File: src/rtl/count8d_pkg.sv
// Shared definitions for the count8d loadable down counter: mode and
// one-shot state encodings, the counter width, and the Din mux select.
package count8d_pkg;

    localparam int CNT_W = 8;

    typedef enum logic [1:0] {
        MODE_WRAP    = 2'b00,
        MODE_RELOAD  = 2'b01,
        MODE_ONESHOT = 2'b10,
        MODE_RSVD    = 2'b11
    } mode_e;

    typedef enum logic {
        ST_RUN  = 1'b0,
        ST_DONE = 1'b1
    } state_e;

    // Source written into the counter bits when they are loaded rather than toggled.
    typedef enum logic [1:0] {
        DIN_LOAD   = 2'b00,
        DIN_RELOAD = 2'b01,
        DIN_ONES   = 2'b10
    } din_sel_e;

    // The reserved encoding decodes as wrap so an unexpected Mode cannot stall the counter.
    function automatic logic is_wrap_mode(input mode_e m);
        return (m == MODE_WRAP) || (m == MODE_RSVD);
    endfunction

endpackage

File: src/rtl/count8d_ctrl.sv
// Control slice of count8d: mode decode, one-shot FSM with the sticky Done
// flag, borrow gating, and selection of what the counter cells load.
module count8d_ctrl
    import count8d_pkg::*;
(
    input  logic       clk_i,
    input  logic       res_i,
    input  logic       en_i,
    input  logic       load_i,
    input  logic [1:0] mode_i,
    input  logic       zero_i,
    output logic       bo_o,
    output logic       done_o,
    output logic       din_we_o,
    output logic       dec_en_o,
    output din_sel_e   din_sel_o
);

    mode_e  mode;
    state_e state_q, state_d;
    logic   done_q, done_d;
    logic   oneshot_mode, reload_mode, wrap_mode;
    logic   stopped, live, terminal;

    assign mode = mode_e'(mode_i);

    // Mode decode and the gating shared by borrow and decrement.
    always_comb begin
        oneshot_mode = (mode == MODE_ONESHOT);
        reload_mode  = (mode == MODE_RELOAD);
        wrap_mode    = is_wrap_mode(mode);
        // A finished one-shot ignores En until it is reloaded or the mode changes.
        stopped      = oneshot_mode && (state_q == ST_DONE);
        // An enabled edge that neither reset nor load pre-empts.
        live         = en_i && !res_i && !load_i && !stopped;
        terminal     = live && zero_i;
    end

    assign bo_o     = terminal;
    assign dec_en_o = live && !zero_i;
    assign done_o   = done_q;

    // Cells take parallel data on a load, or on a terminal event that must not
    // simply hold (one-shot holds 0, so it needs no write).
    assign din_we_o = !res_i && (load_i || (terminal && (reload_mode || wrap_mode)));

    // Choose the parallel data source for the counter cells.
    always_comb begin
        // NOTE: every output of a combinational block gets a default first, so no path leaves it unassigned and no latch is inferred.
        din_sel_o = DIN_ONES;
        if (load_i) begin
            din_sel_o = DIN_LOAD;
        end else if (terminal && reload_mode) begin
            din_sel_o = DIN_RELOAD;
        end
    end

    // One-shot FSM next state and Done flag.
    always_comb begin
        state_d = state_q;
        done_d  = done_q;
        if (load_i) begin
            state_d = ST_RUN;
            done_d  = 1'b0;
        end else begin
            unique case (state_q)
                ST_RUN: begin
                    if (terminal && oneshot_mode) begin
                        state_d = ST_DONE;
                        done_d  = 1'b1;
                    end
                end
                ST_DONE: begin
                    if (!oneshot_mode) begin
                        state_d = ST_RUN;
                        done_d  = 1'b0;
                    end
                end
                default: begin
                    state_d = ST_RUN;
                    done_d  = 1'b0;
                end
            endcase
        end
    end

    // FSM state and Done registers with synchronous reset.
    always_ff @(posedge clk_i) begin
        // NOTE: sequential state uses non-blocking assignments so every register samples pre-edge values regardless of statement order.
        if (res_i) begin
            state_q <= ST_RUN;
            done_q  <= 1'b0;
        end else begin
            state_q <= state_d;
            done_q  <= done_d;
        end
    end

endmodule

File: src/rtl/count8d.sv
// count8d: loadable down counter with borrow output and wrap, auto-reload
// and one-shot modes. The count is built from per-bit toggle cells whose
// toggle enables form a borrow chain; cascades through Bo -> En.
module count8d
    import count8d_pkg::*;
#(
    parameter int WIDTH = CNT_W
) (
    input  logic             Clk,
    input  logic             Res,
    input  logic             En,
    input  logic             Load,
    input  logic [1:0]       Mode,
    input  logic [WIDTH-1:0] cnt_in,
    output logic [WIDTH-1:0] cnt,
    output logic             Zero,
    output logic             Bo,
    output logic             Done
);

    logic [WIDTH-1:0] cnt_q, cnt_d;
    logic [WIDTH-1:0] rld_q, rld_d;
    logic [WIDTH-1:0] din;
    logic [WIDTH-1:0] toggle_en;
    logic             din_we;
    logic             dec_en;
    din_sel_e         din_sel;

    count8d_ctrl u_ctrl (
        .clk_i     (Clk),
        .res_i     (Res),
        .en_i      (En),
        .load_i    (Load),
        .mode_i    (Mode),
        .zero_i    (Zero),
        .bo_o      (Bo),
        .done_o    (Done),
        .din_we_o  (din_we),
        .dec_en_o  (dec_en),
        .din_sel_o (din_sel)
    );

    assign cnt  = cnt_q;
    assign Zero = (cnt_q == '0);

    // Parallel data mux feeding every cell's Din.
    always_comb begin
        din = '1;
        unique case (din_sel)
            DIN_LOAD:   din = cnt_in;
            DIN_RELOAD: din = rld_q;
            DIN_ONES:   din = '1;
            default:    din = '1;
        endcase
    end

    // Borrow chain and per-bit toggle cells: bit i toggles when every lower
    // bit is already 0, the inverted dual of the up counter's carry chain.
    for (genvar i = 0; i < WIDTH; i++) begin : g_bit
        if (i == 0) begin : g_lsb
            assign toggle_en[i] = dec_en;
        end else begin : g_upper
            assign toggle_en[i] = dec_en && (cnt_q[i-1:0] == '0);
        end
        assign cnt_d[i] = din_we ? din[i] : (cnt_q[i] ^ toggle_en[i]);
    end

    assign rld_d = Load ? cnt_in : rld_q;

    // Count and reload registers; reset clears both, including the reload value.
    always_ff @(posedge Clk) begin
        if (Res) begin
            cnt_q <= '0;
            rld_q <= '0;
        end else begin
            cnt_q <= cnt_d;
            rld_q <= rld_d;
        end
    end

endmodule

File: config.mk
export PLATFORM = sky130hd
export DESIGN_NAME = count8d
export DESIGN_NICKNAME = d
export VERILOG_FILES = /design/src/rtl/count8d_pkg.sv /design/src/rtl/count8d_ctrl.sv /design/src/rtl/count8d.sv
export SDC_FILE = /design/constraint.sdc
export NUM_CORES = 1
export LEC_CHECK = 0
export ABC_AREA = 0
export CAP_MARGIN = 15
export CORE_MARGIN = 2
export CORE_UTILIZATION = 41
export DETAILED_ROUTE_END_ITERATION = 16
export PLACE_DENSITY = 0.74
export SLEW_MARGIN = 5
export SYNTH_ARGS = -nofsm -noshare
export SYNTH_HDL_FRONTEND = slang
export SYNTH_SLANG_ARGS = --single-unit
File: constraint.sdc
create_clock -name Clk -period 2 [get_ports Clk]
set_input_delay 0.6 -clock Clk [delete_from_list [all_inputs] [get_ports Clk]]
set_output_delay 0.6 -clock Clk [all_outputs]
set_load 0.01 [all_outputs]
# After elaboration in Yosys (flattened, before gate mapping)
# Index checks and enable logic that the tools add are counted.
# Widths: inputs -> output; s select.
# classes
n_eq_ne	6
n_mux	17
n_bitwise	10
n_reduce_logical	35
# op_table
op	count
$logic_and 1x1->1	17
$pmux 8 s2	1
$mux 1	12
$logic_not 8->1	1
$xor 1x1->1	8
$logic_not 7->1	1
$logic_not 2->1	3
$logic_not 6->1	1
$logic_not 5->1	1
$eq 2x1->1 const B	2
$eq 2x2->1 const B	2
$logic_not 1->1	4
$logic_not 4->1	1
$mux 2	2
$pmux 1 s2	2
$logic_not 3->1	1
$logic_or 1x1->1	3
$ne 2x1->1 const B	1
$ne 2x2->1 const B	1
$not 1->1	2
$reduce_and 2->1	1
$reduce_or 2->1	1
# word_totals
ff_bits	18
output_inout_bits	11
wordCells	72

# Logic depth before layout (Yosys ltp)
# Gate-level depths: netlist (run 1).
# depth
word_depth	11
depth_mapped	7
ltp_nobuf	6

# By module
# Synthesis (run 1) repeated with hierarchy kept, for this count alone.
# unflattened
hier_cells	100
hier_area_um2	924.6
# by_module_without_submodules
mod	instances	cells_per_inst	area_each_um2	seq_area_each_um2
count8d	1	80	774.5	320.3
count8d_ctrl	1	20	150.1	40.0

# Worst setup path after synthesis (run 1)
# No wires, ideal clock.
# synth_path
path_type	reg2out
startpoint	reg cnt_q[4] (netlist: cnt[4])
endpoint	out Bo
arrival_ps	1457
required_ps	1400
slack_ps	-57
path_stages_with_launch	5
n_path_buf	1
cell_sequence	dfxtp_1 > nor4_2 > and2_2 > clkbuf_1 > and3_1
# synth_via
elab_chain_cells	2
# synth_rtl
element	line_no	source
start: declaration	count8d.sv:21	logic [WIDTH-1:0] cnt_q, cnt_d;
start signal: assignment	count8d.sv:76	cnt_q <= cnt_d;
$logic_not 8->1	count8d.sv:44	assign Zero = (cnt_q == '0);
named net Zero	count8d.sv:16	output logic Zero,
$logic_and 1x1->1	count8d_ctrl.sv:36	terminal = live && zero_i;
end: declaration	count8d.sv:17	output logic Bo,
# The timed path passes the listed nets, and every way through them passes these cells.

# Final worst setup path (run 1)
# layout_path
startpoint	reg cnt_q[4] (netlist: cnt[4])
endpoint	out Bo
# layout_via
elab_chain_cells	2
# layout_rtl
element	line_no
$logic_not 8->1	count8d.sv:44
$logic_and 1x1->1	count8d_ctrl.sv:36
# No other way between the ends.

==> results.json, run 1 <==
{
  "drc_errors": 0,
  "clkTransAtPathRegs_ps": 110,
  "cp_slowest_cell": "dfxtp_2",
  "antenna_left": 0,
  "ys_warn_count": 0,
  "relSlewSlack_pct": 57.8,
  "final-hold-violation-count": 0,
  "p_per_area_mw_per_mm2": 631,
  "nFillCells": 163,
  "criticalPathCategory": "reg -> out",
  "finalCritPeriodShare_pct": 103,
  "p_leak_nw": 0.627,
  "drive_above_1_share_pct": 35.7,
  "place_hpwl_um": 1650,
  "synthTopCellsByArea": "dfxtp_1, mux2i_1, nor2_1",
  "worst_pin_slew_ps": 632,
  "routed_via_density": 5.23,
  "irDropWorstVdd_v": 0.000566,
  "synthCells": 92,
  "cts_root_buf": "clkbuf_4",
  "timing.hold.ws_ps": 506,
  "syn-cell-area_sq_um": 895,
  "grt-ovfl-total": 0,
  "avgSynthCellArea_sq_um": 9.72,
  "final_core_util_pct": 70.2,
  "synth_seq_cells": 18,
  "htreeDepth": 1,
  "area_growth_pct": 57.1,
  "arrival_ps": 1450,
  "gp_congestion": 0.822,
  "finalWirelength_um": 2270,
  "max_freq_mhz": 487,
  "p_total_mw": 0.886,
  "synth_common_cells": "dfxtp_1, nor2_1, mux2i_1, a221oi_1, nor2b_1",
  "antenna_found_initial": 0,
  "rows": 16,
  "synth_edf_count": 0,
  "die_y_um": 50.7,
  "detail_route.wl_per_cell_um": 13.6,
  "cts.sinks": 18,
  "synth_top_area_cell": "dfxtp_1",
  "start_util_pct": 44.7,
  "grt_max_degree": 21,
  "die_width_um": 50.7,
  "dieArea_sq_mm": 0.00257,
  "async_reset_ff_share_pct": 0,
  "vias": 874,
  "synth_seq_area_share_pct": 40.3,
  "crit_fanout": 2,
  "fin_skew_ps": 8.86,
  "synth_flop_cell": "dfxtp_1",
  "grt_setup_unrepaired": "true",
  "dp_slack_ps": -589,
  "syn_nets": 107,
  "slew_violations": 0,
  "layout.nets": 156,
  "grt_pass1_wl_um": 3790,
  "synth.most_common_cell": "dfxtp_1",
  "synth_top_area_share_pct": 40.3,
  "clk_path_buf_depth": 2,
  "startpoint_type": "flip-flop",
  "fin_crit_ps": 2050,
  "cts-hold-fix-buffers": 0,
  "crit_path_end_kind": "output pin",
  "outcome": "finished with violations",
  "critical_path_required_ps": 1400,
  "insertion_delay_ps": 300,
  "cts_tree": "yes",
  "path_cells": "nor4_4 -> and2_4 -> and3_4 -> buf_6",
  "ys_types": 37,
  "drt-initial-drc-count": 10,
  "firstDrtPassIters": 4,
  "worst_slack_ps": -51.4,
  "track_usage_pct": 20.0,
  "coreArea_sq_mm": 0.00200,
  "port_buffers": 24,
  "min_path_type": "reg -> reg",
  "cp_num_buf_inv": 1,
  "drv_cap": 0,
  "critical_path.top_delay_family": "simple AND/OR/NAND/NOR gates",
  "violations": "setup timing",
  "tns_ps": -51.4,
  "numCtsBuffers": 3,
  "pin_count": 25,
  "setup_viol": 1,
  "crit_path_max_incr_delay_ps": 350,
  "grt_pass1_vias": 863,
  "antenna_cells": 0
}
-- where the power goes --
part           switching, mW  internal [mW]  total, mW
combinational          0.108          0.145      0.253
clock                  0.121          0.111      0.232
sequential            0.0165          0.385      0.401
-- worst paths after layout --
path | cells past startpoint | start | endpoint | slack [ps]
min reg2reg | 2 | rld_q[5] | rld_q[5] | 510
max reg2reg | 8 | cnt[4] | cnt[1] | 240
min | 2 | rld_q[5] | rld_q[5] | 510
max | 4 | cnt[4] | Bo | -50
-- what timing repair did --
item / 4_1_cts / 5_1_grt
setup buffers: 4 / 0
pin swaps: 5 / 4
setup endpoints to repair: 10 / 9
gates resized for setup: 18 / 10
hold endpoints to repair: 0 / 0
-- flip-flops by register name (all words and copies together) (netlist names) --
signal	cells
u_ctrl.state_q	1
rld_q	8
cnt	8
u_ctrl.done_o	1
-- placed cells by master, fill, tap and decap left out, drive strengths merged, types with 3 or more instances in the layout --
| master | instances |
|---|---|
| nor2b | 4 |
| dfxtp | 18 |
| a221oi | 5 |
| nor2 | 14 |
| dlygate4sd2 | 5 |
| buf | 28 |
| nor4 | 3 |
| and2 | 3 |
| clkbuf | 4 |
| mux2i | 11 |
| clkdlybuf4s50 | 15 |
-- per-stage QoR --
stage                     cell area, sq um  instances
after detailed placement              1320        160
final                                 1410        167
after global placement                1320        160
after floorplan                        903         92
after CTS                             1380        167
after global routing                  1410        167
-- layer usage --
metal	vias up	part of all wire [%]	global-route usage, %
li1	436	-	-
met2	25	49	34.2
met4	0	2.6	11.3
met5	-	0	0
met1	407	41	21.8
met3	6	6.4	6.25
-- layout make-up --
type	count	area, sq um	area share [%]
sequential	18	369	26.3
tap	27	33.8	2.40
multi-input combinational	67	526	37.4
inverter	1	3.75	0.267
timing repair buffer	50	437	31.1
clock buffer	4	36.3	2.58
-- worst reg2reg max path, cell delays in order, from the launching register on --
cell,delay [ps]
dfxtp_2,350
nor4_4,320
and2_4,200
buf_4,110
buf_4,100
nor2_1,40
ha_1,180
xnor2_1,130
a221oi_1,220
-- kinds of logic (layout without fill, tap and decap cells) --
group	count (synthesis)	after routing	synth area share [%]
simple gates	39	39	26.6
xor+xnor	1	1	0.979
compound gates	15	15	14.5
fa+ha+maj	1	1	1.40
flops	18	18	40.3
mux	11	11	12.3
buf+inv	7	55	3.92
Note: power is estimated with default switching activity, not from simulation.
==> run 2: changes to the inputs <==
- CORE_UTILIZATION: 41 -> 42
- PLACE_DENSITY: 0.74 -> 0.75
- SYNTH_HIERARCHICAL: default -> 1
==> run 2 against run 1 <==
Compared with the run above: the flow still finishes with violations (setup timing); largest cell class unchanged; sequential power about the same; routed wire length is 0.22% lower; clock skew down 7.6 ps; fmax is 8.0% lower; setup slack worse by 180 ps; core utilization is 2.2 points higher; register-to-register slack worse by 470 ps; critical endpoint is now cnt[6]; non-clock buffer count shrank 2; count of clock-buffer cells in the layout unchanged; area after synthesis grew 3.4%; sequential share of layout area down 1.3 points; die area increased by 0.83%.
==> results.json, run 2 <==
{
  "clkTransAtPathRegs_ps": 100,
  "p_int_mw": 0.665,
  "layout_common_cells": "buf_4, clkdlybuf4s50_1, mux2i_1, dfxtp_1, nor2_1",
  "outcome": "finished with violations",
  "nFillCells": 160,
  "finalWirelength_um": 2260,
  "place_hpwl_um": 1590,
  "holdPathStages": 2,
  "routed-wl-met2_um": 1110,
  "track_usage_pct": 19.3,
  "routed_via_density": 5.20,
  "worst_pin_slew_ps": 326,
  "detail_route.wl_per_cell_um": 13.1,
  "grt_pass1_vias": 874,
  "synth_common_cells": "dfxtp_1, mux2i_1, nor2_1, clkbuf_1, inv_1",
  "numCtsBuffers": 3,
  "fin_skew_ps": 1.21,
  "gp_congestion": 0.757,
  "ys_warn_count": 6,
  "routed.top_layer": "met4",
  "synth_seq_cells": 18,
  "relSlewSlack_pct": 78.0,
  "finalCritPeriodShare_pct": 112,
  "p_leak_nw": 0.612,
  "async_reset_ff_share_pct": 0,
  "rrSetupSlack_ps": -230,
  "holdCritStartpoint": "rld_q[3]",
  "synthCells": 100,
  "cts.sinks": 18,
  "grt_setup_unrepaired": "true",
  "area_growth_pct": 58.3,
  "htreeDepth": 1,
  "syn-cell-area_sq_um": 925,
  "switching_power_mw": 0.253,
  "cts_root_buf": "clkbuf_4",
  "wl_met3_um": 105,
  "criticalPathCategory": "reg -> reg",
  "placed_cells": 166,
  "irDropWorstVdd_v": 0.000456,
  "arrival_ps": 2420,
  "p_seq_share_pct": 43.7,
  "startpoint_type": "flip-flop",
  "cts_tree": "yes",
  "tns_ps": -1940,
  "min_path_type": "reg -> reg",
  "fin_crit_ps": 2230,
  "path_cells": "or4_4 -> nor2_4 -> buf_6 -> nand4b_1 -> nor3_2 -> buf_6 -> mux2i_1 -> a21o_1 -> a31oi_1",
  "firstDrtPassIters": 4,
  "synth_flop_cell": "dfxtp_1",
  "drc_errors": 0,
  "dieArea_sq_mm": 0.00259,
  "crit_path_max_incr_delay_ps": 540,
  "synth_top_area_cell": "dfxtp_1",
  "final-hold-violation-count": 0,
  "r2r-end": "cnt[6]",
  "drv_cap": 0,
  "antenna_left": 0,
  "drive_above_1_share_pct": 34.9,
  "grt_pass1_wl_um": 3790,
  "grt_max_degree": 21,
  "max_freq_mhz": 448,
  "grt-ovfl-total": 0,
  "violations": "setup timing",
  "clk_path_buf_depth": 2,
  "crit_path_frequent_cell": "buf_6",
  "synthTopCellsByArea": "dfxtp_1, mux2i_1, nor2_1",
  "synth_top_area_share_pct": 39.0,
  "die_y_um": 50.9,
  "start_util_pct": 45.7,
  "avgSynthCellArea_sq_um": 9.25,
  "antenna_cells": 0,
  "synth_edf_count": 0,
  "final_cells": 173,
  "final_common_cell": "buf_4",
  "layout.nets": 162,
  "p_per_area_mw_per_mm2": 627,
  "pin_count": 25,
  "p_comb_share_pct": 31.9,
  "vias": 899,
  "synth_seq_area_share_pct": 39.0,
  "dp_slack_ps": -551,
  "insertion_delay_ps": 290,
  "port_buffers": 24,
  "crit_path_end_kind": "flip-flop",
  "coreArea_sq_mm": 0.00202,
  "drt-met1-wl_um": 1020,
  "worst_slack_ps": -230,
  "critical_path_required_ps": 2190,
  "setup_viol": 10,
  "reg2reg_from": "cnt[7]",
  "die_width_um": 50.9,
  "rows": 16,
  "holdPathEnd": "rld_q[3]",
  "antenna_found_initial": 0,
  "ys_types": 29,
  "drt-initial-drc-count": 20,
  "pwr-share-clk_pct": 24.4,
  "crit_fanout": 7,
  "switching_share_pct": 27.6,
  "synth.most_common_cell": "dfxtp_1",
  "slew_violations": 0,
  "cp_slowest_cell": "or4_4",
  "ff2ff_path_depth": 9,
  "syn_nets": 115
}
[run 2: cells by family (layout without fill, tap and decap cells)]
logic type,count (synthesis),count (layout),synth area share [%]
DFF,18,18,39.0
xor gates and xnor gates,2,2,1.89
and+or+nand+nor,28,29,16.0
buffers and inverters,11,56,4.74
muxes,16,16,17.3
adders and majority gates,1,1,1.35
AOI/OAI and AO/OA,24,24,19.8
[run 2: through the flow]
step                      hold slack, ps  area (sq um)  power, mW  utilization, %
final                                510          1460      0.918            72.4
after global routing                 546          1460      0.970            72.4
after CTS                            520          1420      0.908            70.4
after detailed placement             492          1350      0.667            66.6
after global placement               473          1350      0.661            66.6
after floorplan                      460           948      0.528               -
[run 2: final cells by class]
type / instances / area [sq um] / area share, %
Multi-Input combinational cell: 72 / 594 / 40.6
Timing Repair Buffer: 48 / 419 / 28.6
Sequential cell: 18 / 365 / 25.0
Clock buffer: 4 / 36.3 / 2.48
Tap cell: 27 / 33.8 / 2.31
Inverter: 4 / 15.0 / 1.03
[run 2: worst max-delay path by stage]
stage | start | end
after CTS | cnt[2] | Bo
final | cnt[7] | cnt[6]
after detailed placement | Res | cnt[4]
after global placement | Res | Bo
after global routing | cnt[7] | cnt[6]
after floorplan | cnt[3] | cnt[7]
[run 2: power groups by stage]
stage               combinational, mW  clock (mW)  sequential, mW
floorplan                       0.106           0           0.422
global placement                0.255           0           0.405
detailed placement              0.261           0           0.406
CTS                             0.274       0.235           0.400
global route                    0.316       0.249           0.405
finish                          0.293       0.225           0.401
[run 2: metal layers]
| metal | vias up | GRT usage [%] |
|---|---|---|
| met5 | - | 0 |
| met4 | 0 | 4.50 |
| met3 | 2 | 4.39 |
| met2 | 28 | 33.8 |
| met1 | 405 | 23.9 |
| li1 | 464 | - |
[run 2: what timing repair did]
item	in CTS	in global routing
resized for setup	22	9
gates cloned	1	0
endpoints found under the hold margin	0	0
setup endpoints to repair	10	10
hold buffers	0	0
buffers inserted	2	1
pin swaps	11	5
[run 2: critical path, delay by kind of cell (launching register included)]
kind | cells | cell delay (ps)
AND/OR/NAND/NOR | 4 | 1090
flip-flops | 1 | 340
buffers and inverters | 2 | 290
multiplexers | 1 | 210
AO/OA/AOI/OAI | 2 | 200
